## src/rtl/nol_seq_gen_101_tx.sv

```systemverilog
// Serial stimulus transmitter for a non-overlapping "101" Mealy detector.
// Parallel words come in over a valid/ready handshake and leave one bit per
// clock on `out`. An embedded reference model watches the same stream and
// produces the expected detect flag plus a saturating detection count.
module nol_seq_gen_101_tx #(
    parameter int WIDTH     = 8,
    parameter bit MSB_FIRST = 1'b1,
    parameter int CNT_W     = 8
) (
    input  logic             clk,
    input  logic             rst,
    input  logic             load_valid,
    output logic             load_ready,
    input  logic [WIDTH-1:0] load_data,
    output logic             out,
    output logic             out_valid,
    output logic             exp_det,
    output logic [CNT_W-1:0] det_count,
    input  logic             det_clr,
    output logic             busy
);

    localparam int IDX_W = $clog2(WIDTH);

    // Transmit FSM encoding
    localparam logic [0:0] ST_IDLE  = 1'b0;
    localparam logic [0:0] ST_SHIFT = 1'b1;

    // Reference model encoding
    localparam logic [1:0] R_S0  = 2'd0;
    localparam logic [1:0] R_S1  = 2'd1;
    localparam logic [1:0] R_S10 = 2'd2;

    localparam logic [IDX_W-1:0] LAST_IDX = IDX_W'(WIDTH - 1);
    localparam logic [CNT_W-1:0] CNT_MAX  = '1;

    logic [0:0]       state_q, state_d;
    logic [WIDTH-1:0] shreg_q, shreg_d;
    logic [IDX_W-1:0] idx_q,   idx_d;
    logic [1:0]       ref_q,   ref_d;
    logic [CNT_W-1:0] cnt_q,   cnt_d;

    logic last_bit;
    logic accept;
    logic cur_bit;

    // The current bit always sits at the outgoing end of the shift register.
    assign cur_bit    = MSB_FIRST ? shreg_q[WIDTH-1] : shreg_q[0];
    assign out_valid  = (state_q == ST_SHIFT);
    assign busy       = out_valid;
    assign out        = out_valid & cur_bit;
    assign last_bit   = out_valid && (idx_q == LAST_IDX);
    // Ready on the last bit lets a new word follow with no gap.
    assign load_ready = (state_q == ST_IDLE) || last_bit;
    assign accept     = load_valid && load_ready;
    assign exp_det    = out_valid && out && (ref_q == R_S10);
    assign det_count  = cnt_q;

    // Transmit FSM next state: load on acceptance, otherwise shift or retire.
    always_comb begin
        state_d = state_q;
        shreg_d = shreg_q;
        idx_d   = idx_q;
        if (accept) begin
            state_d = ST_SHIFT;
            shreg_d = load_data;
            idx_d   = '0;
        end else if (state_q == ST_SHIFT) begin
            if (last_bit) begin
                state_d = ST_IDLE;
                shreg_d = '0;
                idx_d   = '0;
            end else begin
                shreg_d = MSB_FIRST ? {shreg_q[WIDTH-2:0], 1'b0}
                                    : {1'b0, shreg_q[WIDTH-1:1]};
                idx_d   = idx_q + IDX_W'(1);
            end
        end
    end

    // Reference model next state: any stream gap drops a partial match.
    always_comb begin
        ref_d = R_S0;
        if (out_valid) begin
            case (ref_q)
                R_S0:    ref_d = out ? R_S1 : R_S0;
                R_S1:    ref_d = out ? R_S1 : R_S10;
                R_S10:   ref_d = R_S0;  // a completing 1 is consumed
                default: ref_d = R_S0;
            endcase
        end
    end

    // Detection counter: clear wins over increment, saturates at all-ones.
    always_comb begin
        cnt_d = cnt_q;
        if (det_clr) begin
            cnt_d = '0;
        end else if (exp_det && (cnt_q != CNT_MAX)) begin
            cnt_d = cnt_q + CNT_W'(1);
        end
    end

    // State registers; reset aborts any word in flight.
    always_ff @(posedge clk or posedge rst) begin
        if (rst) begin
            state_q <= ST_IDLE;
            shreg_q <= '0;
            idx_q   <= '0;
            ref_q   <= R_S0;
            cnt_q   <= '0;
        end else begin
            state_q <= state_d;
            shreg_q <= shreg_d;
            idx_q   <= idx_d;
            ref_q   <= ref_d;
            cnt_q   <= cnt_d;
        end
    end

endmodule

```

## config.mk

```make
export PLATFORM = sky130hd
export DESIGN_NAME = nol_seq_gen_101_tx
export DESIGN_NICKNAME = d
export VERILOG_FILES = /design/src/rtl/nol_seq_gen_101_tx.sv
export SDC_FILE = /design/constraint.sdc
export NUM_CORES = 1
export LEC_CHECK = 0
export ABC_AREA = 1
export CAP_MARGIN = 40
export CORE_ASPECT_RATIO = 0.75
export CORE_UTILIZATION = 52
export DETAILED_ROUTE_END_ITERATION = 12
export GPL_TIMING_DRIVEN = 0
export PLACE_DENSITY = 0.82
export SLEW_MARGIN = 20
export SYNTH_ARGS = -nofsm -noshare
export SYNTH_HDL_FRONTEND = slang
export SYNTH_SLANG_ARGS = --single-unit
```

## constraint.sdc

```tcl
create_clock -name clk -period 3.9 [get_ports clk]
set_input_delay 0.585 -clock clk [delete_from_list [all_inputs] [get_ports clk]]
set_output_delay 0.585 -clock clk [all_outputs]
set_load 0.01 [all_outputs]
```

======== Word level (Yosys, flattened, before mapping) ========
Cells that the tools add are included.
storage, ports and cells
  output and inout port bits .............. 13
  register bits after elaboration ......... 22
  input bits .............................. 12
cells by class
  mux-type cells .......................... 15
  bitwise operators ....................... 2
  eq/ne operators ......................... 4
  add/sub/neg operators ................... 2
  reductions and logical operators ........ 9
operator list
  kind                                                  count
  2-to-1 mux 8 bit                                      5
  2-to-1 mux 3 bit                                      3
  adder 8 x 1 -> 8 bit (second input constant)          1
  != test 8 bit (second input constant)                 1
  logical AND 1 bit                                     5
  2-to-1 mux 1 bit                                      4
  2-to-1 mux 2 bit                                      2
  case mux 2 bit (2 select lines)                       1
  nonzero test 2 bit                                    2
  adder 3 x 1 -> 3 bit (second input constant)          1
  equality test 3 bit (second input constant)           1
  equality test 2 x 1 -> 1 bit (second input constant)  1
  equality test 2 bit (second input constant)           1
  logical NOT 2 bit                                     1
  AND 1 bit                                             1
  logical OR 1 bit                                      1
  NOT 1 bit                                             1

======== Depth between registers and ports, before layout ========
  depth in word-level cells ............... 6
  mapped depth ............................ 9
  mapped depth without buffers ............ 9

======== Worst setup path after synthesis ========
Ideal clock, no wire load.
  path type ............................... register to output
  start ................................... register idx_q[0]
  end ..................................... output load_ready
  required time ........................... 3.315 ns
  cell stages (with the launch flop) ...... 5
  arrival time ............................ 0.980 ns
  path slack .............................. 2.335 ns
  cells stage by stage .................... dfrtp_1 -> ha_1 -> ha_1 -> inv_1 -> nand2_1
on the way
  longest elaborated chain between the ends .. 3
ends and longest elaborated chain
  what                    RTL line  RTL
  start, declared         39        logic [IDX_W-1:0] idx_q, idx_d;
  start signal, assigned  115       idx_q <= idx_d;
  equality test 3 bit     52        assign last_bit = out_valid && (idx_q == LAST_IDX);
  logical AND 1 bit       52
  logical OR 1 bit        54        assign load_ready = (state_q == ST_IDLE) || last_bit;
  end, declared           13        output logic load_ready,
No other way between the ends.

======== Worst setup path after layout ========
Ends and elaborated chain as after synthesis.

==> results.md <==
- # hold bufs at CTS: 0
- Post-route ant nets: 0
- Vias in the first global route: 872
- Final wirelength: 2330 um
- CTS tree: yes
- Synthesized area per cell: 8.16 um2
- Cell Area, Synth: 0.00110 mm2
- Sequential share of the synthesized area: 0.500
- Critical Path Source Type: flop
- Max-Cap Viols: 0
- Unrepaired setup endpoints after global routing: no
- Max Clk Rate: 394 MHz
- CP Max Fanout: 10
- Reg clk slew, reported paths: 0.11 ns
- Core Area: 0.00200 mm2
- Measured slew at the worst slew-check pin: 0.618 ns
- Post-DP HPWL: 1840 um
- Die height: 41.9 um
- Layout cells sized above 1: 0.0920
- GRT Util Overall: 0.237
- Rel. slew slack: 0.588
- Status: completed
- Setup_tns: 0 ns
- Initial antenna violation count: 0
- Min-delay worst type: reg -> reg
- Ys Warns: 0
- Io pins: 25
- Synth unique cells: 19
- Die footprint: 0.00231 mm2
- GP Congestion: 0.868
- First-pass GRT wire length: 3860 um
- Rows: 14
- Total clock sinks: 22
- Pwr dens: 475 mW/mm2
- Yosys top cell by area: dfrtp_1
- Fin crit share: 0.651
- Fin. max-slew vios: 0
- DRC errors left: 0
- Leak: 0.675 nW
- Bufs on Longest Clock Path: 2
- Number of diodes: 0
- Mapped Cells: 135
- GRT Residual Overflow: 0
- DR pass1 iterations: 4
- Synth Area in XOR/XNOR: 0.00795
- Kind of critical path: reg -> out
- Die Span X: 55.1 um
- Resized Gates After CTS: 0
- FF+latch count, synth: 22
- Worst r2r path cells: 6
- Worst VDD drop: 0.413 mV
- Final setup violation count: 0
- WP data arrival: 1.95 ns
- Via count: 985
- Vias per cell: 5.27
- Synthesized Nets: 150
- Yosys top cell area share: 0.500
- Mux cell area share after synthesis: 0
- Largest family of logic cells by synthesized area: simple AND/OR/NAND/NOR gates
- CTS root buffer: clkbuf_4
- Net count, final: 180
- Area growth, synth to finish: 28.0%
- Initial Util: 0.551
- Post-layout min period: 2.54 ns
- Hold_sp: ref_q[1]
- Core Util, Final: 0.706
- FF-to-FF Start: idx_q[0]
- Iter 0 DRT Violations: 27
- Hold path depth: 1
- Synth Area in Compound Gates: 0.167
- CTS buffer count: 3
- Simple logic cell fraction of the synthesized area: 0.206
- R2R Path End: shreg_q[1]
- Clk Latency, worst-skew pair: 0.30 ns
- Worst-case hold path end point: ref_q[0]
- Avg WL per Cell: 12.5 um
- Largest net degree at the start of global routing: 23
- Flop2flop setup slack: 2.27 ns
- H-tree depth: 1
- Setup crit end kind: primary output
- Setup bufs post-CTS: 0
- Port bufs: 24
- Top post-synthesis cells by area: dfrtp_1 50%, nand2_1 8.9%, a21oi_1 8.2%
- Adder-cell share of the synthesized area: 0.0341
- WP data required: 3.31 ns
- Hold Vio Cnt, Final: 0
- Clk_skew: 0.00191 ns
- Hold Worst Slack: 0.438 ns
## layout by cell type, fill, tap and decap left out, drive strengths merged
master and instances:
nand2 30, clkdlybuf4s50 24, inv 23, dfrtp 22
a21oi 19, o21ai 13, nor2 12, nand3 7
ha 3, clkbuf 3, a32o 2, buf 2
nand4 1, xor2 1, nor3 1
## flip-flops by register name, indices dropped and copies added, names as in the netlist
| name | count |
|---|---|
| ref_q | 2 |
| shreg_q | 8 |
| idx_q | 3 |
| det_count | 8 |
| busy | 1 |
## cell usage after synthesis
cell and count:
o21ai_0 11, nand4_1 1, nand2_4 1, nor3_1 1, a21oi_1 18, nor2_4 1
ha_1 3, buf_4 1, nand2_1 26, xor2_1 1, dfrtp_1 22, nor2_1 11
nand2_2 3, a21oi_2 1, o21ai_1 2, nand3_1 7, inv_1 19, inv_2 4
a32o_1 2
## worst max-delay path, stage by stage (launching register included)
cell and delay [ns]:
dfrtp_1 0.42, ha_1 0.21, ha_1 0.18, inv_1 0.10, nand2_1 0.20, clkdlybuf4s50_1 0.54
## cells by family after synthesis
family,count (synthesis)
and+or+nand+nor,51
buffers and inverters,24
AOI/OAI and AO/OA,34
adders and majority gates,3
DFF,22
xor gates and xnor gates,1
## worst max path at each step
stage | startpoint | to | slack, ns | cells after the start
after global routing | idx_q[0] | load_ready | 1.26 | 5
after global placement | idx_q[0] | load_ready | 1.75 | 5
after CTS | idx_q[0] | load_ready | 1.35 | 5
final | idx_q[0] | load_ready | 1.36 | 5
after detailed placement | idx_q[0] | load_ready | 1.70 | 5
after floorplan | idx_q[0] | load_ready | 2.34 | 4
## power by group
part           switching, mW  total [mW]  internal, mW
combinational          0.136       0.253         0.117
clock                 0.0613      0.0973        0.0360
sequential            0.0318       0.319         0.287
total                  0.229       0.669         0.441
## layer usage
| layer | part of all wire | routed length [um] | vias up | global-route usage |
|---|---|---|---|---|
| met5 | 0 | 0 | - | 0 |
| met2 | 0.51 | 1200 | 20 | 0.376 |
| met1 | 0.44 | 1020 | 468 | 0.315 |
| met3 | 0.034 | 80 | 4 | 0.0769 |
| met4 | 0.013 | 31 | 0 | 0.0450 |
| li1 | - | - | 493 | - |
## per-stage QoR
stage | cell area (um2) | instances | power [mW] | setup WS, ns
after CTS | 1390 | 186 | 0.678 | 1.35
after global routing | 1410 | 187 | 0.724 | 1.26
final | 1410 | 187 | 0.669 | 1.36
after detailed placement | 1370 | 183 | 0.579 | 1.70
after floorplan | 1100 | 135 | 0.485 | 2.34
after global placement | 1370 | 183 | 0.559 | 1.75
## final cells by class
| class | count | area (um2) |
|---|---|---|
| repair buffers | 25 | 255 |
| inverters | 23 | 86.3 |
| plain buffers | 1 | 7.51 |
| clock buffers | 3 | 22.5 |
| flip-flops and latches | 22 | 551 |
| multi-input cells | 89 | 457 |
| well taps | 24 | 30.0 |
| fillers | 159 | 588 |
(Power assumes the default switching activity.)
==> variant (same flow settings) <==
Set the parameter `CNT_W` to 6 (it was 8).
--- a/src/rtl/nol_seq_gen_101_tx.sv
+++ b/src/rtl/nol_seq_gen_101_tx.sv
@@ -6,5 +6,5 @@
     parameter int WIDTH     = 8,
     parameter bit MSB_FIRST = 1'b1,
-    parameter int CNT_W     = 8
+    parameter int CNT_W     = 6
 ) (
     input  logic             clk,
Ports: changed (resized det_count); port bits go from 25 to 23. No check against the original RTL was run, so the function may have changed too.
==> variant against the original RTL <==
Area after synthesis decreased by 8.1%. Cell area decreased by 8.0%. Sequential cell count decreased by 2. Setup slack got worse by 44 ps. Clock power increased by 24%. Routed wire length decreased by 9.1%. Total power increased by 2.3%. Cell count decreased by 12%. First-iteration DRC count decreased by 33%. Largest power group unchanged. Highest routed layer unchanged.
==> variant: results <==
yosys:
  yosysSeqAreaShare_pct: 49.4
  synthTopCellsByCount: "nand2_1 (24), inv_1 (21), dfrtp_1 (20)"
  synthTopCellsByArea: "dfrtp_1 (49%), nand2_1 (8.9%), inv_1 (7.8%), a21oi_1 (6.9%), o21ai_0 (4.4%)"
  synthDistinctLibCells: 22
min_path:
  worstHoldPathCells: 2
  worst_hold_path.endpoint: "shreg_q[3]"
  min-delay-start: "shreg_q[3]"
placement:
  portBuffers: 22
  detailedPlace.worstSlack_ps: 1690
  hpwl_um: 1600
power:
  p_leak_nw: 0.628
cells_and_area:
  drive_gt1_share_pct: 9.09
  nets: 159
grt:
  grt_usage_pct: 24.1
  grt_pass1_wl_um: 3420
  use_met2_pct: 39.9
  use_met3_pct: 7.95
  grt_pass1_vias: 792
run_status:
  status: "finished, final reports clean"
sta:
  whs_ps: 518
  period_share_pct: 66.2
  worst_pin_slew_ps: 738
worst_setup_path:
  arrival_ps: 2000
  reg2reg_depth: 7
drt:
  wirelength_um: 2120
  drt-initial-drc-count: 18
variant: logic make-up (layout without fill, tap and decap cells):
logic type	count (synthesis)	in the layout	share of synthesized area, %
DFF	20	20	49.4
buffers and inverters	24	50	10.1
and+or+nand+nor	42	42	21.1
adders and majority gates	3	3	3.71
AOI/OAI and AO/OA	28	28	15.6
variant: metal layers:
metal,vias up,share of wire (%)
li1,437,-
met1,412,45
met2,15,49
met3,4,4.3
met4,0,1.2
met5,-,0
variant: per-stage QoR:
step	cell area (um^2)	std cells	power (mW)
detailed placement	1260	161	0.567
global placement	1260	161	0.548
floorplan	1010	117	0.474
global route	1300	165	0.736
finish	1300	165	0.684
CTS	1300	165	0.692
variant: worst max-delay path by stage:
stage / start / endpoint / cells after the start
after floorplan: idx_q[0] / load_ready / 4
after global placement: idx_q[0] / load_ready / 5
after detailed placement: idx_q[0] / load_ready / 5
after CTS: idx_q[0] / load_ready / 5
after global routing: idx_q[0] / load_ready / 5
final: idx_q[0] / load_ready / 5
variant: layout make-up:
| class | count | area [um^2] |
|---|---|---|
| Tap cell | 22 | 27.5 |
| Inverter | 21 | 78.8 |
| Multi-Input combinational cell | 73 | 409 |
| Fill cell | 129 | 477 |
| Clock buffer | 4 | 36.3 |
| Timing Repair Buffer | 22 | 220 |
| Buffer | 3 | 23.8 |
| Sequential cell | 20 | 500 |
variant: power by group:
part / total (mW) / switching [mW] / leakage (nW) / internal (mW)
Clock: 0.121 / 0.0638 / 0.0210 / 0.0572
Combinational: 0.263 / 0.140 / 0.345 / 0.123
Sequential: 0.301 / 0.0346 / 0.262 / 0.266
variant: critical path: stages, from the launching register on:
cell and delay (ps):
dfrtp_1 420, ha_1 210, ha_1 170, inv_1 120
nand2_1 210, clkdlybuf4s50_1 540
